File: src/rtl/armleocpu_defs_pkg.sv
// Shared definitions for the memory-bus arbiter: state encodings and default burst width.
package armleocpu_defs;

  localparam int unsigned ARB_BURST_W = 4;

  localparam logic [1:0] ARB_IDLE    = 2'd0;
  localparam logic [1:0] ARB_RD_CMD  = 2'd1;
  localparam logic [1:0] ARB_RD_DATA = 2'd2;
  localparam logic [1:0] ARB_WR      = 2'd3;

endpackage

File: src/rtl/armleocpu_rr_pick2.sv
// Two-requester grant picker: round robin by default, port 1 fixed priority
// when ARMLEOCPU_MEM_ARB_FIXED_PRIO_EN is defined.
module armleocpu_rr_pick2 (
  input  logic [1:0] req,
  input  logic       last_grant,
  output logic       grant
);

`ifdef ARMLEOCPU_MEM_ARB_FIXED_PRIO_EN
  logic unused_last_grant;
  assign unused_last_grant = last_grant;
  assign grant = req[1];
`else
  // On a tie the port that was not served last wins.
  always_comb begin
    grant = req[1];
    if (req == 2'b11)
      grant = ~last_grant;
  end
`endif

endmodule

File: src/rtl/armleocpu_mem_arbiter.sv
// Two-master burst memory bus arbiter (port 0 icache, port 1 dcache); one whole burst per grant.
// Optional ARMLEOCPU_MEM_ARB_FIXED_PRIO_EN makes port 1 win simultaneous requests.
module armleocpu_mem_arbiter
  import armleocpu_defs::*;
#(
  parameter int unsigned ADDR_W  = 34,
  parameter int unsigned BURST_W = ARB_BURST_W
) (
  input  logic               clk,
  input  logic               rst_n,

  input  logic [ADDR_W-1:0]  c0_address,
  input  logic [BURST_W-1:0] c0_burstcount,
  input  logic               c0_read,
  input  logic               c0_write,
  input  logic [31:0]        c0_writedata,
  input  logic [3:0]         c0_byteenable,
  output logic               c0_waitrequest,
  output logic [31:0]        c0_readdata,
  output logic               c0_readdatavalid,

  input  logic [ADDR_W-1:0]  c1_address,
  input  logic [BURST_W-1:0] c1_burstcount,
  input  logic               c1_read,
  input  logic               c1_write,
  input  logic [31:0]        c1_writedata,
  input  logic [3:0]         c1_byteenable,
  output logic               c1_waitrequest,
  output logic [31:0]        c1_readdata,
  output logic               c1_readdatavalid,

  output logic [ADDR_W-1:0]  m_address,
  output logic [BURST_W-1:0] m_burstcount,
  output logic               m_read,
  output logic               m_write,
  output logic [31:0]        m_writedata,
  output logic [3:0]         m_byteenable,
  input  logic               m_waitrequest,
  input  logic [31:0]        m_readdata,
  input  logic               m_readdatavalid
);

  localparam int unsigned CNT_W = BURST_W + 1;

  logic [1:0]       state, state_n;
  logic             grant, grant_n;
  logic             last_grant, last_grant_n;
  logic [CNT_W-1:0] cnt, cnt_n;

  logic [1:0]         req;
  logic               pick;
  logic               p_read;
  logic [BURST_W-1:0] p_burst;
  logic               g_read, g_write;
  logic               g_wait, g_rdv;

  assign req     = {c1_read | c1_write, c0_read | c0_write};
  assign p_read  = pick ? c1_read : c0_read;
  assign p_burst = pick ? c1_burstcount : c0_burstcount;
  assign g_read  = grant ? c1_read : c0_read;
  assign g_write = grant ? c1_write : c0_write;

  armleocpu_rr_pick2 u_pick (
    .req        (req),
    .last_grant (last_grant),
    .grant      (pick)
  );

  always_ff @(posedge clk or negedge rst_n) begin
    if (!rst_n) begin
      state      <= ARB_IDLE;
      grant      <= 1'b0;
      last_grant <= 1'b1;
      cnt        <= '0;
    end else begin
      state      <= state_n;
      grant      <= grant_n;
      last_grant <= last_grant_n;
      cnt        <= cnt_n;
    end
  end

  // Next-state: burstcount 0 loads 2**BURST_W via the extra counter MSB.
  always_comb begin
    state_n      = state;
    grant_n      = grant;
    last_grant_n = last_grant;
    cnt_n        = cnt;
    case (state)
      ARB_IDLE: begin
        if (|req) begin
          grant_n = pick;
          cnt_n   = {p_burst == '0, p_burst};
          state_n = p_read ? ARB_RD_CMD : ARB_WR;
        end
      end
      ARB_RD_CMD: begin
        if (g_read && !m_waitrequest)
          state_n = ARB_RD_DATA;
      end
      ARB_RD_DATA: begin
        if (m_readdatavalid) begin
          cnt_n = cnt - CNT_W'(1);
          if (cnt == CNT_W'(1)) begin
            state_n      = ARB_IDLE;
            last_grant_n = grant;
          end
        end
      end
      ARB_WR: begin
        if (g_write && !m_waitrequest) begin
          cnt_n = cnt - CNT_W'(1);
          if (cnt == CNT_W'(1)) begin
            state_n      = ARB_IDLE;
            last_grant_n = grant;
          end
        end
      end
      default: state_n = ARB_IDLE;
    endcase
  end

  // Outputs: payload muxed by grant, handshakes gated by state.
  always_comb begin
    m_read           = 1'b0;
    m_write          = 1'b0;
    g_wait           = 1'b1;
    g_rdv            = 1'b0;
    c0_waitrequest   = 1'b1;
    c1_waitrequest   = 1'b1;
    c0_readdatavalid = 1'b0;
    c1_readdatavalid = 1'b0;
    m_address        = grant ? c1_address : c0_address;
    m_burstcount     = grant ? c1_burstcount : c0_burstcount;
    m_writedata      = grant ? c1_writedata : c0_writedata;
    m_byteenable     = grant ? c1_byteenable : c0_byteenable;
    c0_readdata      = m_readdata;
    c1_readdata      = m_readdata;
    case (state)
      ARB_RD_CMD: begin
        m_read = g_read;
        g_wait = m_waitrequest;
      end
      ARB_RD_DATA: g_rdv = m_readdatavalid;
      ARB_WR: begin
        m_write = g_write;
        g_wait  = m_waitrequest;
      end
      default: ;
    endcase
    if (grant) begin
      c1_waitrequest   = g_wait;
      c1_readdatavalid = g_rdv;
    end else begin
      c0_waitrequest   = g_wait;
      c0_readdatavalid = g_rdv;
    end
  end

endmodule

File: config.mk
export PLATFORM = sky130hd
export DESIGN_NAME = armleocpu_mem_arbiter
export DESIGN_NICKNAME = d
export VERILOG_FILES = /design/src/rtl/armleocpu_defs_pkg.sv /design/src/rtl/armleocpu_rr_pick2.sv /design/src/rtl/armleocpu_mem_arbiter.sv
export SDC_FILE = /design/constraint.sdc
export NUM_CORES = 1
export LEC_CHECK = 0
export CAP_MARGIN = 10
export CORE_AREA = 5 5 127 129
export CTS_CLUSTER_DIAMETER = 200
export CTS_CLUSTER_SIZE = 16
export DETAILED_ROUTE_END_ITERATION = 6
export DIE_AREA = 0 0 132 134
export SYNTH_ARGS = -nofsm -noshare
export SYNTH_HDL_FRONTEND = slang
export SYNTH_SLANG_ARGS = --single-unit
File: constraint.sdc
create_clock -name clk -period 1.6 [get_ports clk]
set_input_delay 0.4 -clock clk [delete_from_list [all_inputs] [get_ports clk]]
set_output_delay 0.4 -clock clk [all_outputs]
set_load 0.01 [all_outputs]
# Word-level counts from Yosys, hierarchy flattened
# Cells that the tools add are included.
# Widths: inputs -> output; s select.
totals:
  in_bits: 188
  word_cells: 62
  ff_bits: 9
op_classes:
  n_reduce_logical: 13
  n_bitwise: 3
  add_sub_neg: 1
  n_mux: 32
  eq_ne: 9
ops:
  columns: ["op", "n"]
  rows:
  - ["$mux 34", 1]
  - ["$mux 32", 1]
  - ["$mux 1", 15]
  - ["$mux 5", 3]
  - ["$pmux 5 s3", 1]
  - ["$mux 2", 6]
  - ["$mux 4", 3]
  - ["$ne 2x2->1 const B", 4]
  - ["$pmux 2 s4", 1]
  - ["$reduce_and 4->1", 2]
  - ["$eq 2x2->1 const B", 3]
  - ["$eq 5x1->1 const B", 1]
  - ["$sub 5x1->5 const B", 1]
  - ["$logic_not 4->1", 1]
  - ["$reduce_or 2->1", 2]
  - ["$reduce_and 3->1", 1]
  - ["$reduce_bool 3->1", 1]
  - ["$eq 2x1->1 const B", 1]
  - ["$logic_and 1x1->1", 2]
  - ["$logic_not 2->1", 1]
  - ["$or 1x1->1", 2]
  - ["$pmux 1 s2", 1]
  - ["$reduce_and 2->1", 1]
  - ["$reduce_bool 2->1", 1]
  - ["2 further kinds", 2]

# Longest topological paths before layout
logic_depth:
  ltp_word: 7
  mapped_depth: 7
  mapped_depth_nobuf: 6

# Hierarchy
# Synthesis repeated with hierarchy kept, for this count alone.
unflattened:
  hier_cells: 236
  area_unflattened_um2: 2125.8
by_module_without_submodules:
  columns: ["mod", "seq_area_each_um2", "n_inst", "cells_per_inst", "area_per_inst_um2"]
  rows:
  - ["armleocpu_mem_arbiter", 226.5, 1, 235, 2114.5]
  - ["armleocpu_rr_pick2", 0.0, 1, 1, 11.3]

# Least setup slack after synthesis
# No wires, ideal clock.
synth_timing:
  kind: "flip-flop to output port"
  startpoint: "register grant"
  endpoint: "output port m_address[0]"
  slack_ns: -0.024
  arrival_ns: 1.224
  n_path_buf: 2
  stages_incl_launch_ff: 4
  cell_sequence: "dfrtp_1 buf_2 buf_1 mux2_2"
synth_via:
  elab_chain_cells: 1
synth_lines:
  columns: ["element", "line", "source"]
  rows:
  - ["from (decl)", "armleocpu_mem_arbiter.sv:46", "logic grant, grant_n;"]
  - ["from (signal assigned)", "armleocpu_mem_arbiter.sv:77", "grant <= grant_n;"]
  - ["$mux 34", "armleocpu_mem_arbiter.sv:133", "m_address = grant ? c1_address : c0_address;"]
  - ["to (decl)", "armleocpu_mem_arbiter.sv:32", "output logic [ADDR_W-1:0] m_address,"]
# Every way passes these cells.

# Final worst setup path
layout_timing:
  startpoint: "register grant"
  endpoint: "output port m_writedata[12]"
layout_via:
  elab_chain_cells: 1
layout_lines:
  columns: ["element", "line", "source"]
  rows:
  - ["$mux 32", "armleocpu_mem_arbiter.sv:135", "m_writedata = grant ? c1_writedata : c0_writedata;"]
  - ["to (decl)", "armleocpu_mem_arbiter.sv:36", "output logic [31:0] m_writedata,"]
# Every way passes these cells.

==> run metrics <==
sequential fraction of the synthesis area=0.106; I/O Pins=332; die area=17,700 um^2; initial antenna violation count=1; Final min period=1.99 ns; Netlist cell types=41; critical path arrival=1.59 ns; Place WS=-0.619 ns; die width=132 um; Syn Std Cell Area=2130 um^2; share of flip-flops with an asynchronous set or reset=1.00; drt first pass iters=4; placed insts=614; Power Density=1470 nW/um^2; Die Ht=134 um; RSZ-0062 raised after global routing=yes; total CTS buffers=3; H-tree levels=1; peak supply drop=0.000553 V; fin cells=645; DRT antenna net count=0; most common cell in the netlist=mux2_2; Mean Syn Cell Area=9.12 um^2; f_max=502 MHz; largest fanout on the critical path=6; commonest cells in the netlist=mux2_2 (76), buf_4 (64), nand2_1 (10); Vias=2,562; yosys warns=0; CTS tree=yes; detailed placer's ending HPWL=9060 um; row count=45; final wirelength=11,500 um; clk buf depth=2; crit start category=flop; Final Cycle Share=1.25; dominant synthesized flop cell=dfrtp_1; layout cell share with drive strength beyond 1=0.547; area delta synth->final=146%; Final nets=648; fin. max-slew vios=0; CP max stage delay=0.53 ns; synthesized flop and latch total=9; Slew @ Worst Pin=0.430 ns; first-pass GRT wire length=16,700 um; starting density of the core=0.143; Final Hold Fails=0; final instance area=5260 um^2; Mapped Nets=424; clk slew on worst S/H paths=0.04 ns; GP Congestion=0.820; post-layout util=0.352; number of global-route vias before repair=2,830; setup violators final=88; drc violations=0; Mapped Cells=234; slowest CP cell=dfrtp_4; global route overflow=0; violated checks=negative setup slack; Total GRT Usage=0.118; Max Cap Viol=0; routed vias/inst=3.97; leakage=2.23 nW; EDFF count, synth=0; area leader, netlist=mux2_2; hold slack final=0.473 ns; most frequent CP cell=buf_6; Clock Sinks=9; Core Region=14,900 um^2; Critical Path RT=1.20 ns; Clock Tree Root=clkbuf_16; IO buf count=235; Cell Chain, Critical Path=buf_4 > buf_8 > buf_6 > mux2_4 > buf_6; largest net degree at the start of global routing=13; Synth top area share=0.401; mean routed wirelength per cell=17.8 um; kind of critical path=reg2out; clk_lat worst skew=0.24 ns; diode count=0; CP endpoint kind=primary output; status=finished, violations left; Slew Limit Headroom=0.712; hold crit path type=in2async; worst setup margin=-0.394 ns; Placed Area=4470 um^2; initial DRC count=51; final clock skew=0.00289 ns; top area cells in the synthesized netlist=mux2_2 (40%), buf_4 (23%), dfrtp_1 (9.4%), mux2i_1 (2.8%), o21ai_0 (2.1%)
[final cells by class]
class                   count  area [um^2]
repair buffers            296         3180
inverters                   6         22.5
flip-flops and latches      9          230
clock buffers               4         78.8
multi-input cells         142         1510
fillers                  1447         9660
well taps                 188          235
[state kept, by name, indices dropped and copies added (netlist names)]
name	flops
cnt	5
grant	1
last_grant	1
state	2
[worst max-delay path: cells and delay by family (launching register included)]
kind	cells	cell delay [ns]
flip-flops	1	0.53
buffers and inverters	4	0.52
multiplexers	1	0.30
[cell usage in the layout (no fill, tap or decap), drive strengths merged]
master / n
a221oi: 2
a211o: 1
clkdlybuf4s50: 150
dfstp: 1
a21bo: 1
o21bai: 1
nand3b: 1
dfrtp: 8
o2bb2ai: 2
dlymetal6s2s: 2
o21ai: 11
mux2i: 6
o221ai: 1
nor2b: 1
o41ai: 1
nand3: 3
and2: 1
nor3: 1
ha: 2
dlygate4sd2: 3
a221o: 1
and3: 1
a2bb2oi: 1
or4: 2
a21oi: 1
inv: 6
clkbuf: 6
o31ai: 2
buf: 139
nor2: 9
nor3b: 1
or2: 1
a211oi: 1
nor4: 1
mux2: 76
nand2: 10
[final timing paths]
check	from	endpoint	slack [ns]	cells after the start
setup / recovery	grant	m_writedata[12]	-0.39	5
hold / removal	rst_n	cnt[4]	0.47	1
setup reg to reg	grant	cnt[3]	-0.37	8
hold reg to reg	cnt[3]	cnt[3]	0.59	1
max in group asynchronous	rst_n	grant	0.79	1
min in group clk	cnt[3]	cnt[3]	0.59	1
[through the flow]
stage	power (mW)	TNS, ns
after global placement	5.31	-34.23
after global routing	8.14	-27.87
final	7.71	-24.21
after floorplan	3.02	0
after CTS	7.55	-26.02
after detailed placement	5.35	-34.52
[report_power, final]
part / internal [mW] / switching (mW)
Clock: 0.333 / 0.111
Combinational: 4.24 / 2.48
Sequential: 0.366 / 0.180
[layer usage]
layer | track usage | share of wire | up-vias
met2 | 0.227 | 0.54 | 133
met3 | 0.0375 | 0.079 | 28
met4 | 0.0269 | 0.021 | 0
li1 | - | - | 1213
met1 | 0.125 | 0.36 | 1188
met5 | 0 | 0 | -
[logic make-up after synthesis]
kind of cell	count (synthesis)	synth area share
compound gates	26	0.103
simple gates	32	0.0774
buf+inv	83	0.272
flops	9	0.106
fa+ha+maj	2	0.0117
mux	82	0.429
[what timing repair did]
action	in CTS	in global routing
resized for setup	470	25
cloned	7	2
hold buffers	0	0
setup endpoints to repair	88	89
pin swaps	10	11
buffers inserted	16	8
(Power assumes the default switching activity.)
